## src/rtl/edge_event_arbiter_if.sv

```systemverilog
// Event port bundle: valid/ready handshake carrying a channel id and edge type.
// Ports: evt_valid, evt_ready, evt_ch[CH_W], evt_rise; master drives the event.
interface edge_event_arbiter_if #(
    parameter int CH_W = 2
) ();
    logic            evt_valid;
    logic            evt_ready;
    logic [CH_W-1:0] evt_ch;
    logic            evt_rise;

    modport master (
        output evt_valid,
        output evt_ch,
        output evt_rise,
        input  evt_ready
    );

    modport slave (
        input  evt_valid,
        input  evt_ch,
        input  evt_rise,
        output evt_ready
    );
endinterface

```

## src/rtl/edge_event_arbiter.sv

```systemverilog
// Edge-event collector: per-channel rise/fall capture into pending flags,
// round-robin serialisation onto one valid/ready event port.
// Ports: clk, rst (async high), sig_in/rise_en/fall_en[N_CH], evt (master),
//        ovf[N_CH] sticky coalesce flags, ovf_clr[N_CH], busy.
module edge_event_arbiter #(
    parameter int N_CH = 4,
    parameter int CH_W = $clog2(N_CH)
) (
    input  logic                   clk,
    input  logic                   rst,
    input  logic [N_CH-1:0]        sig_in,
    input  logic [N_CH-1:0]        rise_en,
    input  logic [N_CH-1:0]        fall_en,
    edge_event_arbiter_if.master   evt,
    output logic [N_CH-1:0]        ovf,
    input  logic [N_CH-1:0]        ovf_clr,
    output logic                   busy
);

    typedef enum logic {IDLE, OFFER} state_t;

    state_t          state_q, state_d;
    logic [N_CH-1:0] sig_prev;
    logic [N_CH-1:0] rise_pend, fall_pend;
    logic [N_CH-1:0] rise_cap, fall_cap;
    logic [N_CH-1:0] pop_rise, pop_fall;
    logic [N_CH-1:0] ovf_q;
    logic [CH_W-1:0] ptr_q, ptr_d;
    logic            valid_q, valid_d;
    logic [CH_W-1:0] ch_q, ch_d;
    logic            rise_q, rise_d;
    logic            found;
    logic [CH_W-1:0] gnt_ch;
    logic            gnt_rise;
    logic [CH_W-1:0] idx;
    logic            grant;

    assign rise_cap = sig_in & ~sig_prev & rise_en;
    assign fall_cap = ~sig_in & sig_prev & fall_en;

    // Round-robin scan starting at ptr; rise wins over fall within a channel.
    always_comb begin
        found    = 1'b0;
        gnt_ch   = '0;
        gnt_rise = 1'b0;
        idx      = '0;
        for (int k = 0; k < N_CH; k++) begin
            idx = CH_W'((int'(ptr_q) + k) % N_CH);
            if (!found && (rise_pend[idx] || fall_pend[idx])) begin
                found    = 1'b1;
                gnt_ch   = idx;
                gnt_rise = rise_pend[idx];
            end
        end
    end

    always_comb begin
        state_d  = state_q;
        grant    = 1'b0;
        valid_d  = valid_q;
        ch_d     = ch_q;
        rise_d   = rise_q;
        ptr_d    = ptr_q;
        pop_rise = '0;
        pop_fall = '0;
        case (state_q)
            IDLE: begin
                if (found) begin
                    grant   = 1'b1;
                    state_d = OFFER;
                end
            end
            OFFER: begin
                if (evt.evt_ready) begin
                    if (found) begin
                        grant = 1'b1;
                    end else begin
                        valid_d = 1'b0;
                        state_d = IDLE;
                    end
                end
            end
            default: state_d = IDLE;
        endcase
        if (grant) begin
            valid_d = 1'b1;
            ch_d    = gnt_ch;
            rise_d  = gnt_rise;
            ptr_d   = (gnt_ch == CH_W'(N_CH - 1)) ? '0 : gnt_ch + CH_W'(1);
            if (gnt_rise) begin
                pop_rise[gnt_ch] = 1'b1;
            end else begin
                pop_fall[gnt_ch] = 1'b1;
            end
        end
    end

    always_ff @(posedge clk or posedge rst) begin
        if (rst) begin
            state_q   <= IDLE;
            sig_prev  <= '0;
            rise_pend <= '0;
            fall_pend <= '0;
            ovf_q     <= '0;
            ptr_q     <= '0;
            valid_q   <= 1'b0;
            ch_q      <= '0;
            rise_q    <= 1'b0;
        end else begin
            state_q   <= state_d;
            sig_prev  <= sig_in;
            // A capture in the same cycle as a pop keeps the flag set.
            rise_pend <= rise_cap | (rise_pend & ~pop_rise);
            fall_pend <= fall_cap | (fall_pend & ~pop_fall);
            // New coalesce beats a simultaneous clear.
            ovf_q     <= (rise_cap & rise_pend & ~pop_rise)
                       | (fall_cap & fall_pend & ~pop_fall)
                       | (ovf_q & ~ovf_clr);
            ptr_q     <= ptr_d;
            valid_q   <= valid_d;
            ch_q      <= ch_d;
            rise_q    <= rise_d;
        end
    end

    assign evt.evt_valid = valid_q;
    assign evt.evt_ch    = ch_q;
    assign evt.evt_rise  = rise_q;
    assign ovf           = ovf_q;
    assign busy          = (|rise_pend) | (|fall_pend) | valid_q;

endmodule
```

## src/flat_wrapper.sv

```systemverilog
// flat-port wrapper written by rule: the top's interface ports become plain ports
module edge_event_arbiter_flat 
#(
    parameter int N_CH = 4,
    parameter int CH_W = $clog2(N_CH)
)
  (clk, rst, sig_in, rise_en, fall_en, ovf, ovf_clr, busy, evt_evt_valid, evt_evt_ch, evt_evt_rise, evt_evt_ready);
  edge_event_arbiter_if #(.CH_W(CH_W)) evt_i ();
  input  logic clk;
  input  logic rst;
  input  logic [N_CH-1:0] sig_in;
  input  logic [N_CH-1:0] rise_en;
  input  logic [N_CH-1:0] fall_en;
  output logic [N_CH-1:0] ovf;
  input  logic [N_CH-1:0] ovf_clr;
  output logic busy;
  output wire logic [$bits(evt_i.evt_valid)-1:0] evt_evt_valid;
  output wire logic [$bits(evt_i.evt_ch)-1:0] evt_evt_ch;
  output wire logic [$bits(evt_i.evt_rise)-1:0] evt_evt_rise;
  input wire logic [$bits(evt_i.evt_ready)-1:0] evt_evt_ready;
  assign evt_evt_valid = evt_i.evt_valid;
  assign evt_evt_ch = evt_i.evt_ch;
  assign evt_evt_rise = evt_i.evt_rise;
  assign evt_i.evt_ready = evt_evt_ready;
  edge_event_arbiter #(.N_CH(N_CH), .CH_W(CH_W)) u_core (.clk(clk), .rst(rst), .sig_in(sig_in), .rise_en(rise_en), .fall_en(fall_en), .evt(evt_i), .ovf(ovf), .ovf_clr(ovf_clr), .busy(busy));
endmodule
```

## config.mk

```make
export PLATFORM = sky130hd
export DESIGN_NAME = edge_event_arbiter_flat
export DESIGN_NICKNAME = d
export VERILOG_FILES = /design/src/rtl/edge_event_arbiter_if.sv /design/src/rtl/edge_event_arbiter.sv /design/src/flat_wrapper.sv
export SDC_FILE = /design/constraint.sdc
export NUM_CORES = 1
export LEC_CHECK = 0
export CORE_MARGIN = 5
export CORE_UTILIZATION = 52
export CTS_BUF_LIST = sky130_fd_sc_hd__clkbuf_16
export CTS_CLUSTER_DIAMETER = 120
export CTS_CLUSTER_SIZE = 14
export DETAILED_ROUTE_END_ITERATION = 16
export GPL_TIMING_DRIVEN = 0
export HOLD_SLACK_MARGIN = 0.05
export PLACE_DENSITY = 0.77
export SYNTH_ARGS = -nofsm -noshare
export SYNTH_HDL_FRONTEND = slang
export SYNTH_SLANG_ARGS = --single-unit
export TNS_END_PERCENT = 10
```

## constraint.sdc

```tcl
create_clock -name clk -period 3.05 [get_ports clk]
set_clock_uncertainty 0.2 [all_clocks]
set_input_delay 0.7625 -clock clk [delete_from_list [all_inputs] [get_ports clk]]
set_output_delay 0.7625 -clock clk [all_outputs]
set_load 0.02 [all_outputs]
```

==> results.tsv <==
stage	metric	value	unit
pwr	clkPwrFrac	13.2	%
clock_tree	cts_buffer_depth	2	
placed_design	dp_hpwl	2.68	mm
synth	ys_seq_area_share	37.9	%
clock_tree	cts_made_buffers	3	
cells_and_area	drive_gt1_share	15.3	%
floorplan	die_y	64.0	µm
pwr	power	0.00215	W
pwr	p_leak	0.805	nW
drt	wl_per_cell	17.0	µm
pwr	combPwrFrac	60.3	%
run	drv_cap	0	
synth	ys_top_cells_by_area	dfrtp_1, mux4_1, and3b_1	
pwr	intPower	0.00121	W
pwr	peakVddDrop	773	µV
timing	relSlewSlack	41.4	%
placed_design	place_ws	-0.0193	ns
timing	tns	0	ns
clock_tree	root_buffer	clkbuf_16	
grt	track_usage	18.5	%
timing	grt_setup_unrepaired	yes	
timing	fmax	0.345	GHz
clock_tree	cts.reportedPaths.clkPinSlew	0.06	ns
timing	setup_viol	0	
synth	netlist.area_leader.share	37.9	%
setup_path	end_kind	flip-flop	
setup_path	worstSetupPathType	flip-flop to flip-flop	
cells_and_area	layoutNonFillerInstCount	208	
min_path	holdCritPathClass	flip-flop to flip-flop	
synth	synth_ff_type	dfrtp_1	
drt	drc_errors	0	
grt	antenna_found_initial	0	
pwr	p_switching	0.000936	W
cells_and_area	synthToLayoutAreaGrowth	28.2	%
clock_tree	cts_tree	done	
clock_tree	insertion_delay	0.26	ns
synth	yosysWarnings	0	
timing	hold_viol	0	
timing	setup_ws	0.153	ns
floorplan	core	0.00278	mm²
drt	detail-route-antenna-nets	0	
setup_path	worstPathMaxFanout	10	
placed_design	dpl.cell_count	204	
setup_path	cp-start-kind	flip-flop	
synth	yosysUniqueCellTypes	41	
drt	routed_wl	3.53	mm
pwr	swShare	43.6	%
floorplan	dieArea	0.00410	mm²
synth	synth_top_area_cell	dfrtp_1	
cells_and_area	fin_nets	201	
synth	yosys-top-cells-count	dfrtp_1, nand2_1, a21oi_1	
floorplan	die_x	64.0	µm
synth	ys_seq_elements	23	
clock_tree	postCtsSetupRepairBufs	0	
timing	hold-worst-slack	0.275	ns
grt	grt_pass1_wl	6.04	mm
synth	syn_nets	169	
grt	grt_max_degree	24	
clock_tree	clock-sinks	23	
pwr	power_frac_seq	26.5	%
grt	first_global_vias	1404	
drt	vias	1298	
drt	drt_iter0_markers	103	
synth	synthArstFlopShare	100	%
pwr	p_per_area	1100	mW/mm²
placed_design	gp_congestion	0.851	
setup_path	critPathArrivalTime	2.80	ns
timing	min_period_over_period	95.0	%
synth	synth_most_common_cell	dfrtp_1	
synth	synthesis.area	0.00152	mm²
timing	fin_crit	2.90	ns
synth	synth_area_per_cell	10.4	µm²
drt	drt-pass1-iter-count	4	
floorplan	num_rows	19	
drt	vias_per_cell	6.24	
floorplan	top_level_ports	28	
floorplan	start_util	54.6	%
timing	maxSlewViolCount	0	
setup_path	worstPathRequired	2.95	ns
placed_design	io_buffers	27	
timing	worst_pin_slew	0.878	ns
grt	grt-ovfl-total	0	
synth	syn_inst	146	
synth	synth_edf_count	0	
cells_and_area	antenna_cells	0	
run_status	status	completed	
clock_tree	htree_num_levels	1	
==> what timing repair did <==
item,4_1_cts,5_1_grt
pin swaps,0,1
endpoints found under the setup margin,3,7
hold endpoints to repair,0,0
gates resized for setup,6,9
hold buffers,0,0
==> layout make-up <==
type	instances	area, µm²
inverters	8	30.0
clock buffers	3	75.1
clock inverters	1	3.75
multi-input cells	110	908
plain buffers	5	46.3
well taps	31	38.8
flip-flops and latches	23	576
fillers	219	835
repair buffers	27	269
==> power groups by stage <==
| stage | sequential (W) | combinational [W] | clock [W] |
|---|---|---|---|
| 2_1_floorplan | 0.000562 | 0.000862 | 0 |
| 3_3_place_gp | 0.000531 | 0.00117 | 0 |
| 3_5_place_dp | 0.000542 | 0.00122 | 0 |
| 4_1_cts | 0.000561 | 0.00123 | 0.000288 |
| 5_1_grt | 0.000587 | 0.00141 | 0.000298 |
| 6_report | 0.000569 | 0.00129 | 0.000283 |
==> state kept, by name (all words and copies together) (netlist names) <==
| name | count |
|---|---|
| u_core.evt.evt_ch | 2 |
| u_core.evt.evt_rise | 1 |
| u_core.evt.evt_valid | 1 |
| u_core.fall_pend | 4 |
| u_core.ovf | 4 |
| u_core.ptr_q | 2 |
| u_core.rise_pend | 4 |
| u_core.sig_prev | 4 |
| u_core.state_q | 1 |
==> layer usage <==
metal | global-route usage (%) | part of all wire, % | up-vias
li1 | - | - | 609
met1 | 22.1 | 43 | 645
met2 | 31.0 | 51 | 34
met3 | 3.15 | 3.3 | 10
met4 | 11.2 | 2.6 | 0
met5 | 0 | 0 | -
==> stage by stage <==
| stage | utilization (%) | area (µm²) |
|---|---|---|
| global route | 70.0 | 1950 |
| floorplan | - | 1520 |
| CTS | 69.7 | 1940 |
| detailed placement | 65.7 | 1830 |
| global placement | 65.7 | 1830 |
| finish | 70.0 | 1950 |
==> critical path, stage by stage (launching register included) <==
cell      delay (ns)
dfrtp_1         0.34
buf_6           0.13
buf_8           0.13
mux4_2          0.53
or3_4           0.36
o31ai_2         0.28
a221oi_2        0.11
nand2_1         0.13
ha_1            0.23
a21oi_1         0.05
a21oi_1         0.12
o221ai_1        0.13
==> final timing paths <==
check | slack (ns) | cells after the start | endpoint | start
setup / recovery | 0.15 | 11 | u_core.ovf[3] | u_core.ptr_q[0]
min in group asynchronous | 0.78 | 2 | u_core.evt.evt_rise | rst
max in group asynchronous | 1.32 | 2 | u_core.rise_pend[0] | rst
setup reg to reg | 0.15 | 11 | u_core.ovf[3] | u_core.ptr_q[0]
hold reg to reg | 0.27 | 1 | u_core.evt.evt_valid | u_core.state_q
hold / removal | 0.27 | 1 | u_core.evt.evt_valid | u_core.state_q
==> cells by family (layout without fill, tap and decap cells) <==
logic type,count (synthesis),count (layout),share of synthesized area (%)
mux,11,11,15.2
simple gates,58,58,20.8
flops,23,23,37.9
fa+ha+maj,4,4,3.30
compound gates,37,37,18.2
buf+inv,13,44,4.61
==> cells in the final DEF, fill, tap and decap left out, types with 2 or more instances in the layout <==
cell type and n:
o21ai_1 2, nor3_1 3, mux4_1 3, buf_6 2
or2_2 2, a21o_1 5, nand3_1 2, dfrtp_1 23
nor2b_1 5, nand2_1 15, or2_1 2, o221ai_1 4
inv_1 8, a31oi_1 2, clkbuf_16 3, mux2i_1 2
nand4_1 4, and3b_1 8, clkdlybuf4s50_1 26, a21oi_1 13
nor4_4 2, nor2_1 10, ha_1 3, mux4_2 5
No activity file was read; power rests on OpenSTA's default activity.
